**src/rtl/bus_master.sv**
```systemverilog
// 68030 bus initiator: wins the bus with BR/BG/BGACK, runs dynamically sized
// asynchronous cycles terminated by DSACK/BERR and returns data or error.
module bus_master #(
    parameter int         TIMEOUT_CYCLES = 64,
    parameter logic [2:0] FC_CODE        = 3'b101
) (
    input  logic        CLK,
    input  logic        RST_n,
    input  logic        REQ,
    input  logic        REQ_WE,
    input  logic [31:0] REQ_ADDR,
    input  logic [1:0]  REQ_SIZE,
    input  logic [31:0] REQ_WDATA,
    output logic        ACK,
    output logic [31:0] RDATA,
    output logic        ERR,
    output logic        BR_n,
    input  logic        BG_n,
    output logic        BGACK_n,
    output logic        BUS_OE,
    output logic [31:0] A_OUT,
    output logic [2:0]  FC_OUT,
    output logic [1:0]  SIZ,
    output logic        RW,
    output logic        AS_n,
    output logic        DS_n,
    output logic [31:0] D_OUT,
    output logic        D_OE,
    input  logic [31:0] D_IN,
    input  logic        DSACK0_n,
    input  logic        DSACK1_n,
    input  logic        BERR_n
);
    localparam int CW = $clog2(TIMEOUT_CYCLES + 1);

    typedef enum logic [2:0] {
        ST_IDLE, ST_ARB, ST_ADDR, ST_STRB, ST_WAIT, ST_LATCH, ST_IDLE1, ST_END
    } state_t;

    state_t         state_q, state_d;
    logic           we_q, we_d;
    logic [31:0]    addr_q, addr_d;
    logic [2:0]     rem_q, rem_d;
    logic [31:0]    wdata_q, wdata_d;
    logic [31:0]    acc_q, acc_d;
    logic [2:0]     port_q, port_d;
    logic [CW-1:0]  cnt_q, cnt_d;
    logic           br_n_q, br_n_d, bgack_n_q, bgack_n_d;
    logic           bus_oe_q, bus_oe_d, d_oe_q, d_oe_d;
    logic [31:0]    a_q, a_d, dout_q, dout_d, rdata_q, rdata_d;
    logic [2:0]     fc_q, fc_d;
    logic [1:0]     siz_q, siz_d;
    logic           rw_q, rw_d, as_n_q, as_n_d, ds_n_q, ds_n_d;
    logic           ack_q, ack_d, err_q, err_d;

    logic [7:0]     din_lane [4];
    logic [7:0]     pend [4];
    logic [7:0]     wlane [4];
    logic [2:0]     offs, span, n_bytes;
    logic [31:0]    acc_cap;
    logic           done, fail;

    // pend[j] is the j-th still-unsent operand byte, most significant first
    generate
        for (genvar gi = 0; gi < 4; gi++) begin : g_lane
            assign din_lane[gi] = D_IN[31-8*gi -: 8];
            assign pend[gi] = (32'(rem_q) > gi)
                            ? 8'(wdata_q >> (8 * (32'(rem_q) - 1 - gi))) : 8'h00;
        end
    endgenerate

    always_comb begin
        offs = 3'd0;
        if (port_q == 3'd4)      offs = {1'b0, addr_q[1:0]};
        else if (port_q == 3'd2) offs = {2'b00, addr_q[0]};
        span    = port_q - offs;
        n_bytes = (rem_q < span) ? rem_q : span;
    end

    always_comb begin
        acc_cap = acc_q;
        for (int i = 0; i < 4; i++) begin
            if (3'(i) < n_bytes)
                acc_cap = {acc_cap[23:0], din_lane[2'(offs + 3'(i))]};
        end
    end

    // Lane replication lets 8- and 16-bit ports find their bytes in place
    always_comb begin
        for (int k = 0; k < 4; k++) begin
            wlane[k] = 8'h00;
            if (2'(k) >= addr_q[1:0]) wlane[k] = pend[2'(2'(k) - addr_q[1:0])];
        end
        for (int k = 0; k < 2; k++) begin
            if (1'(k) >= addr_q[0]) wlane[k] = pend[2'(k) - {1'b0, addr_q[0]}];
        end
        if (addr_q[1:0] != 2'b00) wlane[0] = pend[0];
    end

    always_comb begin
        state_d = state_q;  we_d = we_q;      addr_d = addr_q;   rem_d = rem_q;
        wdata_d = wdata_q;  acc_d = acc_q;    port_d = port_q;   cnt_d = cnt_q;
        br_n_d = br_n_q;    bgack_n_d = bgack_n_q;  bus_oe_d = bus_oe_q;
        d_oe_d = d_oe_q;    a_d = a_q;        dout_d = dout_q;   rdata_d = rdata_q;
        fc_d = fc_q;        siz_d = siz_q;    rw_d = rw_q;       as_n_d = as_n_q;
        ds_n_d = ds_n_q;    ack_d = 1'b0;     err_d = err_q;
        done = 1'b0;        fail = 1'b0;
        case (state_q)
            ST_IDLE: if (REQ) begin
                we_d    = REQ_WE;
                addr_d  = REQ_ADDR;
                rem_d   = (REQ_SIZE == 2'b00) ? 3'd4 : {1'b0, REQ_SIZE};
                wdata_d = REQ_WDATA;
                acc_d   = 32'h0;
                br_n_d  = 1'b0;
                state_d = ST_ARB;
            end
            ST_ARB: if (!BG_n && DSACK0_n && DSACK1_n && BERR_n) begin
                bgack_n_d = 1'b0;
                br_n_d    = 1'b1;
                state_d   = ST_ADDR;
            end
            ST_ADDR: begin
                bus_oe_d = 1'b1;
                a_d      = addr_q;
                fc_d     = FC_CODE;
                rw_d     = ~we_q;
                siz_d    = rem_q[1:0];
                if (we_q) begin
                    d_oe_d = 1'b1;
                    dout_d = {wlane[0], wlane[1], wlane[2], wlane[3]};
                end
                state_d = ST_STRB;
            end
            ST_STRB: begin
                as_n_d  = 1'b0;
                if (!we_q) ds_n_d = 1'b0;
                cnt_d   = '0;
                state_d = ST_WAIT;
            end
            ST_WAIT: begin
                if (we_q) ds_n_d = 1'b0;
                if (!BERR_n) begin
                    done = 1'b1;
                    fail = 1'b1;
                end else begin
                    case ({DSACK1_n, DSACK0_n})
                        2'b00: begin port_d = 3'd4; state_d = ST_LATCH; end
                        2'b01: begin port_d = 3'd2; state_d = ST_LATCH; end
                        2'b10: begin port_d = 3'd1; state_d = ST_LATCH; end
                        default: begin
                            if (cnt_q == CW'(TIMEOUT_CYCLES - 1)) begin
                                done = 1'b1;
                                fail = 1'b1;
                            end else begin
                                cnt_d = cnt_q + CW'(1);
                            end
                        end
                    endcase
                end
            end
            ST_LATCH: begin
                as_n_d = 1'b1;
                ds_n_d = 1'b1;
                if (!we_q) acc_d = acc_cap;
                addr_d = addr_q + 32'(n_bytes);
                rem_d  = rem_q - n_bytes;
                if (rem_q == n_bytes) done = 1'b1;
                else                  state_d = ST_IDLE1;
            end
            ST_IDLE1: state_d = ST_ADDR;
            ST_END:   state_d = ST_IDLE;
            default:  state_d = ST_IDLE;
        endcase
        if (done) begin
            as_n_d    = 1'b1;
            ds_n_d    = 1'b1;
            d_oe_d    = 1'b0;
            bus_oe_d  = 1'b0;
            bgack_n_d = 1'b1;
            rw_d      = 1'b1;
            ack_d     = 1'b1;
            err_d     = fail;
            rdata_d   = fail ? 32'h0 : (we_q ? acc_q : acc_cap);
            state_d   = ST_END;
        end
    end

    always_ff @(posedge CLK or negedge RST_n) begin
        if (!RST_n) begin
            state_q <= ST_IDLE;  we_q <= 1'b0;     addr_q <= '0;     rem_q <= '0;
            wdata_q <= '0;       acc_q <= '0;      port_q <= '0;     cnt_q <= '0;
            br_n_q <= 1'b1;      bgack_n_q <= 1'b1; bus_oe_q <= 1'b0; d_oe_q <= 1'b0;
            a_q <= '0;           dout_q <= '0;     rdata_q <= '0;    fc_q <= '0;
            siz_q <= '0;         rw_q <= 1'b1;     as_n_q <= 1'b1;   ds_n_q <= 1'b1;
            ack_q <= 1'b0;       err_q <= 1'b0;
        end else begin
            state_q <= state_d;  we_q <= we_d;     addr_q <= addr_d; rem_q <= rem_d;
            wdata_q <= wdata_d;  acc_q <= acc_d;   port_q <= port_d; cnt_q <= cnt_d;
            br_n_q <= br_n_d;    bgack_n_q <= bgack_n_d; bus_oe_q <= bus_oe_d;
            d_oe_q <= d_oe_d;    a_q <= a_d;       dout_q <= dout_d; rdata_q <= rdata_d;
            fc_q <= fc_d;        siz_q <= siz_d;   rw_q <= rw_d;     as_n_q <= as_n_d;
            ds_n_q <= ds_n_d;    ack_q <= ack_d;   err_q <= err_d;
        end
    end

    assign ACK     = ack_q;
    assign RDATA   = rdata_q;
    assign ERR     = err_q;
    assign BR_n    = br_n_q;
    assign BGACK_n = bgack_n_q;
    assign BUS_OE  = bus_oe_q;
    assign A_OUT   = a_q;
    assign FC_OUT  = fc_q;
    assign SIZ     = siz_q;
    assign RW      = rw_q;
    assign AS_n    = as_n_q;
    assign DS_n    = ds_n_q;
    assign D_OUT   = dout_q;
    assign D_OE    = d_oe_q;

endmodule

```
**config.mk**
```make
export PLATFORM = sky130hd
export DESIGN_NAME = bus_master
export DESIGN_NICKNAME = d
export VERILOG_FILES = /design/src/rtl/bus_master.sv
export SDC_FILE = /design/constraint.sdc
export NUM_CORES = 1
export LEC_CHECK = 0
export ABC_AREA = 0
export BUFFER_PORTS_ARGS = -buffer_cell sky130_fd_sc_hd__clkbuf_2
export CAP_MARGIN = 20
export CELL_PAD_IN_SITES_DETAIL_PLACEMENT = 0
export CELL_PAD_IN_SITES_GLOBAL_PLACEMENT = 1
export CORE_UTILIZATION = 45
export CTS_CLUSTER_SIZE = 24
export DETAILED_ROUTE_END_ITERATION = 8
export PLACE_DENSITY = 0.92
export SETUP_SLACK_MARGIN = 0.4
export SYNTH_ARGS = -nofsm -noshare
export SYNTH_HDL_FRONTEND = slang
export SYNTH_SLANG_ARGS = --single-unit
```
**constraint.sdc**
```tcl
create_clock -name CLK -period 12 [get_ports CLK]
set_clock_uncertainty 0.2 [all_clocks]
set_input_delay 1.2 -clock CLK [delete_from_list [all_inputs] [get_ports CLK]]
set_output_delay 1.2 -clock CLK [all_outputs]
set_load 0.005 [all_outputs]
```
==> flow_summary.ini <==
[synth]
synthTopCellsByArea = dfrtp_1 38%, nand2_1 7.1%, mux2_2 5.1%, mux4_2 5.1%, mux2i_1 4.3%
synth_cells = 1518
synth_edf_count = 0
synth_xor_area_share_pct = 0.676
synth_top_family_by_area = simple AND/OR/NAND/NOR gates
async_flop_share_pct = 100
synth_top_area_share_pct = 38.5
synth_fa_ha_area_share_pct = 3.45
avgSynthCellArea_sq_um = 9.26
synth_warnings = 0
synth_seq_cells = 221
synth_flop_cell = dfrtp_1
synth-simple-area-share_pct = 18.9
seq_area_frac_synth_pct = 39.4
synth_compound_area_share_pct = 18.3
synth.distinct_cells = 82
synth.largest_area_cell = dfrtp_1
syn_nets = 1661
synthMuxAreaShare_pct = 15.1
synth_area_sq_mm = 0.0141

[clocking]
clk_pin_slew_ps = 60
clkLatencyLatePin_ps = 540
ctsResizeCount = 0
htree_levels = 1
cts_tree = done
postCtsSetupBuffers = 0
holdBufCountCts = 0
cts_root_buffer = clkbuf_16
clockBufferDepth = 3
cts_buffers = 25
clkSinkCount = 221

[floorplanning]
die_area_sq_mm = 0.0319
core.rowCount = 64
initial_core_util_pct = 45.8
core_area_sq_mm = 0.0307
die_x_um = 179
die_h_um = 179
ios = 216

[placed_design]
place.gp.congestion = 0.942
portBuffers = 214
place_hpwl_um = 31900

[detailed_routing]
antenna_left = 0
firstDrtPassIters = 5
drc = 0
drt-vias-per-instance = 6.28
wl_per_cell_um = 21.7
first_iter_violations = 1255
vias = 13126
wirelength_um = 45400

[finish]
area.sequential_sq_mm = 0.00554
fin_util_pct = 53.1
multi_input_area_sq_mm = 0.00795
synthToLayoutAreaGrowth_pct = 15.8
nets = 1821
fillerInstances = 2860
diodes = 0
final_layout_size_suffix_gt1_share_pct = 24.2

[critical_path]
critical_path_class = reg2reg
endpoint = addr_q[28]$_DFFE_PN0P_
worstReg2RegStart = port_q[2]$_DFFE_PN0P_
cp.arrival_ps = 7010
ff2ff_setup_slack_ps = 5230
crit_required_ps = 12240
startpoint = port_q[2]$_DFFE_PN0P_
cp_max_fo = 34
reg2reg_depth = 20
end_kind = flop
reg2reg_to = addr_q[28]$_DFFE_PN0P_
startpoint_type = flop

[grt]
grt_pass1_vias = 12527
grt_pass1_wl_um = 70900
grt_overflow = 0
grt_start_max_net_pins = 76
antenna_found_initial = 1
grt_use_total_pct = 28.5

[status]
status = finished clean

[timing]
period_share_pct = 56.4
tightest_slew_ps = 1050
fin_crit_ps = 6770
whs_ps = 263
max_freq_mhz = 148
drv_slew = 0
relSlewSlack_pct = 30.1
setup_violations = 0
setup_tns_ps = 0
finalHoldViolations = 0
rsz0062_at_grt = no

[job]
timing.max_cap.violations = 0

[hold_path]
min_path_type = reg2reg
[worst max-delay path: stages (launching register included)]
cell	delay [ps]
dfrtp_1	660
xor2_2	350
nand2_1	590
inv_2	420
ha_1	200
inv_1	50
fa_1	480
inv_1	80
ha_1	320
o21ba_2	240
o21ai_0	410
nand2_1	160
inv_2	520
ha_1	320
fa_1	230
a21oi_1	170
nor3_1	430
and4_1	350
and3_1	200
nor3_1	50
a211oi_1	250
[registers in the layout, indices dropped and copies added, names as in the netlist, 3 cells and up]
signal,cells
rem_q,3
cnt_q,7
port_q,3
state_q,3
A_OUT,32
addr_q,32
acc_q,32
D_OUT,32
wdata_q,32
RDATA,32
[metal layers]
layer / part of all wire, % / vias to the layer above / wire, um / global-route usage (%)
met4: 2.8 / 2 / 1280 / 8.97
met3: 9.4 / 105 / 4250 / 5.60
met5: 0.026 / - / 12 / 0
met2: 44 / 656 / 19900 / 42.7
li1: - / 5926 / - / -
met1: 44 / 6437 / 19900 / 41.1
[synth_stat cells, types with 5 or more instances]
master / n
buf_4: 5
nand2_1: 266
dfrtp_1: 216
nor3_1: 32
nand2b_1: 12
and2_1: 8
or3_1: 7
a311oi_1: 14
nand3_1: 73
buf_2: 22
mux2i_1: 61
a22oi_1: 7
a32o_1: 7
nand4_1: 15
xnor2_1: 6
nor2_1: 75
a31oi_1: 20
o22ai_1: 11
or2_2: 6
and3_1: 24
mux2_2: 64
mux4_2: 32
buf_1: 15
nor4_1: 6
o211ai_1: 15
nor2b_1: 26
a21o_1: 16
ha_1: 34
dfstp_2: 5
a221oi_1: 11
o31ai_1: 6
o21ai_0: 99
a211oi_1: 34
clkbuf_1: 60
o221ai_1: 12
a21oi_1: 61
a22o_1: 15
a32oi_1: 11
inv_1: 29
[cells by family after synthesis]
kind of cell               after synthesis
buffers and inverters                  139
xor gates and xnor gates                10
DFF                                    221
and+or+nand+nor                        572
muxes                                  160
other                                    1
AOI/OAI and AO/OA                      378
adders and majority gates               37
[layout make-up]
class / count / area share, %
Multi-Input combinational cell: 1158 / 48.8
Sequential cell: 221 / 34.0
Timing Repair Buffer: 238 / 7.93
Clock buffer: 34 / 4.30
Tap cell: 396 / 3.04
Clock inverter: 10 / 1.10
Inverter: 34 / 0.799
[metrics by stage]
step                instances  setup WS [ps]  area [sq um]
CTS                      2088           5080         16200
detailed placement       2044           5050         15300
global placement         2044           5360         15300
finish                   2091           5230         16300
floorplan                1518           6620         14100
global route             2091           4630         16300
[worst min-delay path by stage]
| stage | start | end | cells after the start |
|---|---|---|---|
| after CTS | BGACK_n$_DFFE_PN1P_ | BGACK_n$_DFFE_PN1P_ | 2 |
| after detailed placement | BGACK_n$_DFFE_PN1P_ | BGACK_n$_DFFE_PN1P_ | 2 |
| after global placement | BGACK_n$_DFFE_PN1P_ | BGACK_n$_DFFE_PN1P_ | 2 |
| final | BGACK_n$_DFFE_PN1P_ | BGACK_n$_DFFE_PN1P_ | 2 |
| after global routing | BR_n$_DFFE_PN1P_ | BR_n$_DFFE_PN1P_ | 2 |
| after floorplan | BGACK_n$_DFFE_PN1P_ | BGACK_n$_DFFE_PN1P_ | 2 |
[layout by cell type, fill, tap and decap left out, types with 24 or more instances in the layout]
cell type  instances
nand2_1          266
o21ai_0           99
clkbuf_16         25
nor2b_1           26
dfrtp_1          215
and3_1            24
a21oi_1           61
nor3_1            31
nor2_1            74
clkbuf_2         214
mux4_2            32
a211oi_1          34
nand3_1           73
ha_1              34
mux2_2            64
mux2i_1           61
inv_1             29
Power is left out: the tool's default activity adds up to more than one toggle a clock period on the data nets, which glitch-free logic cannot reach.
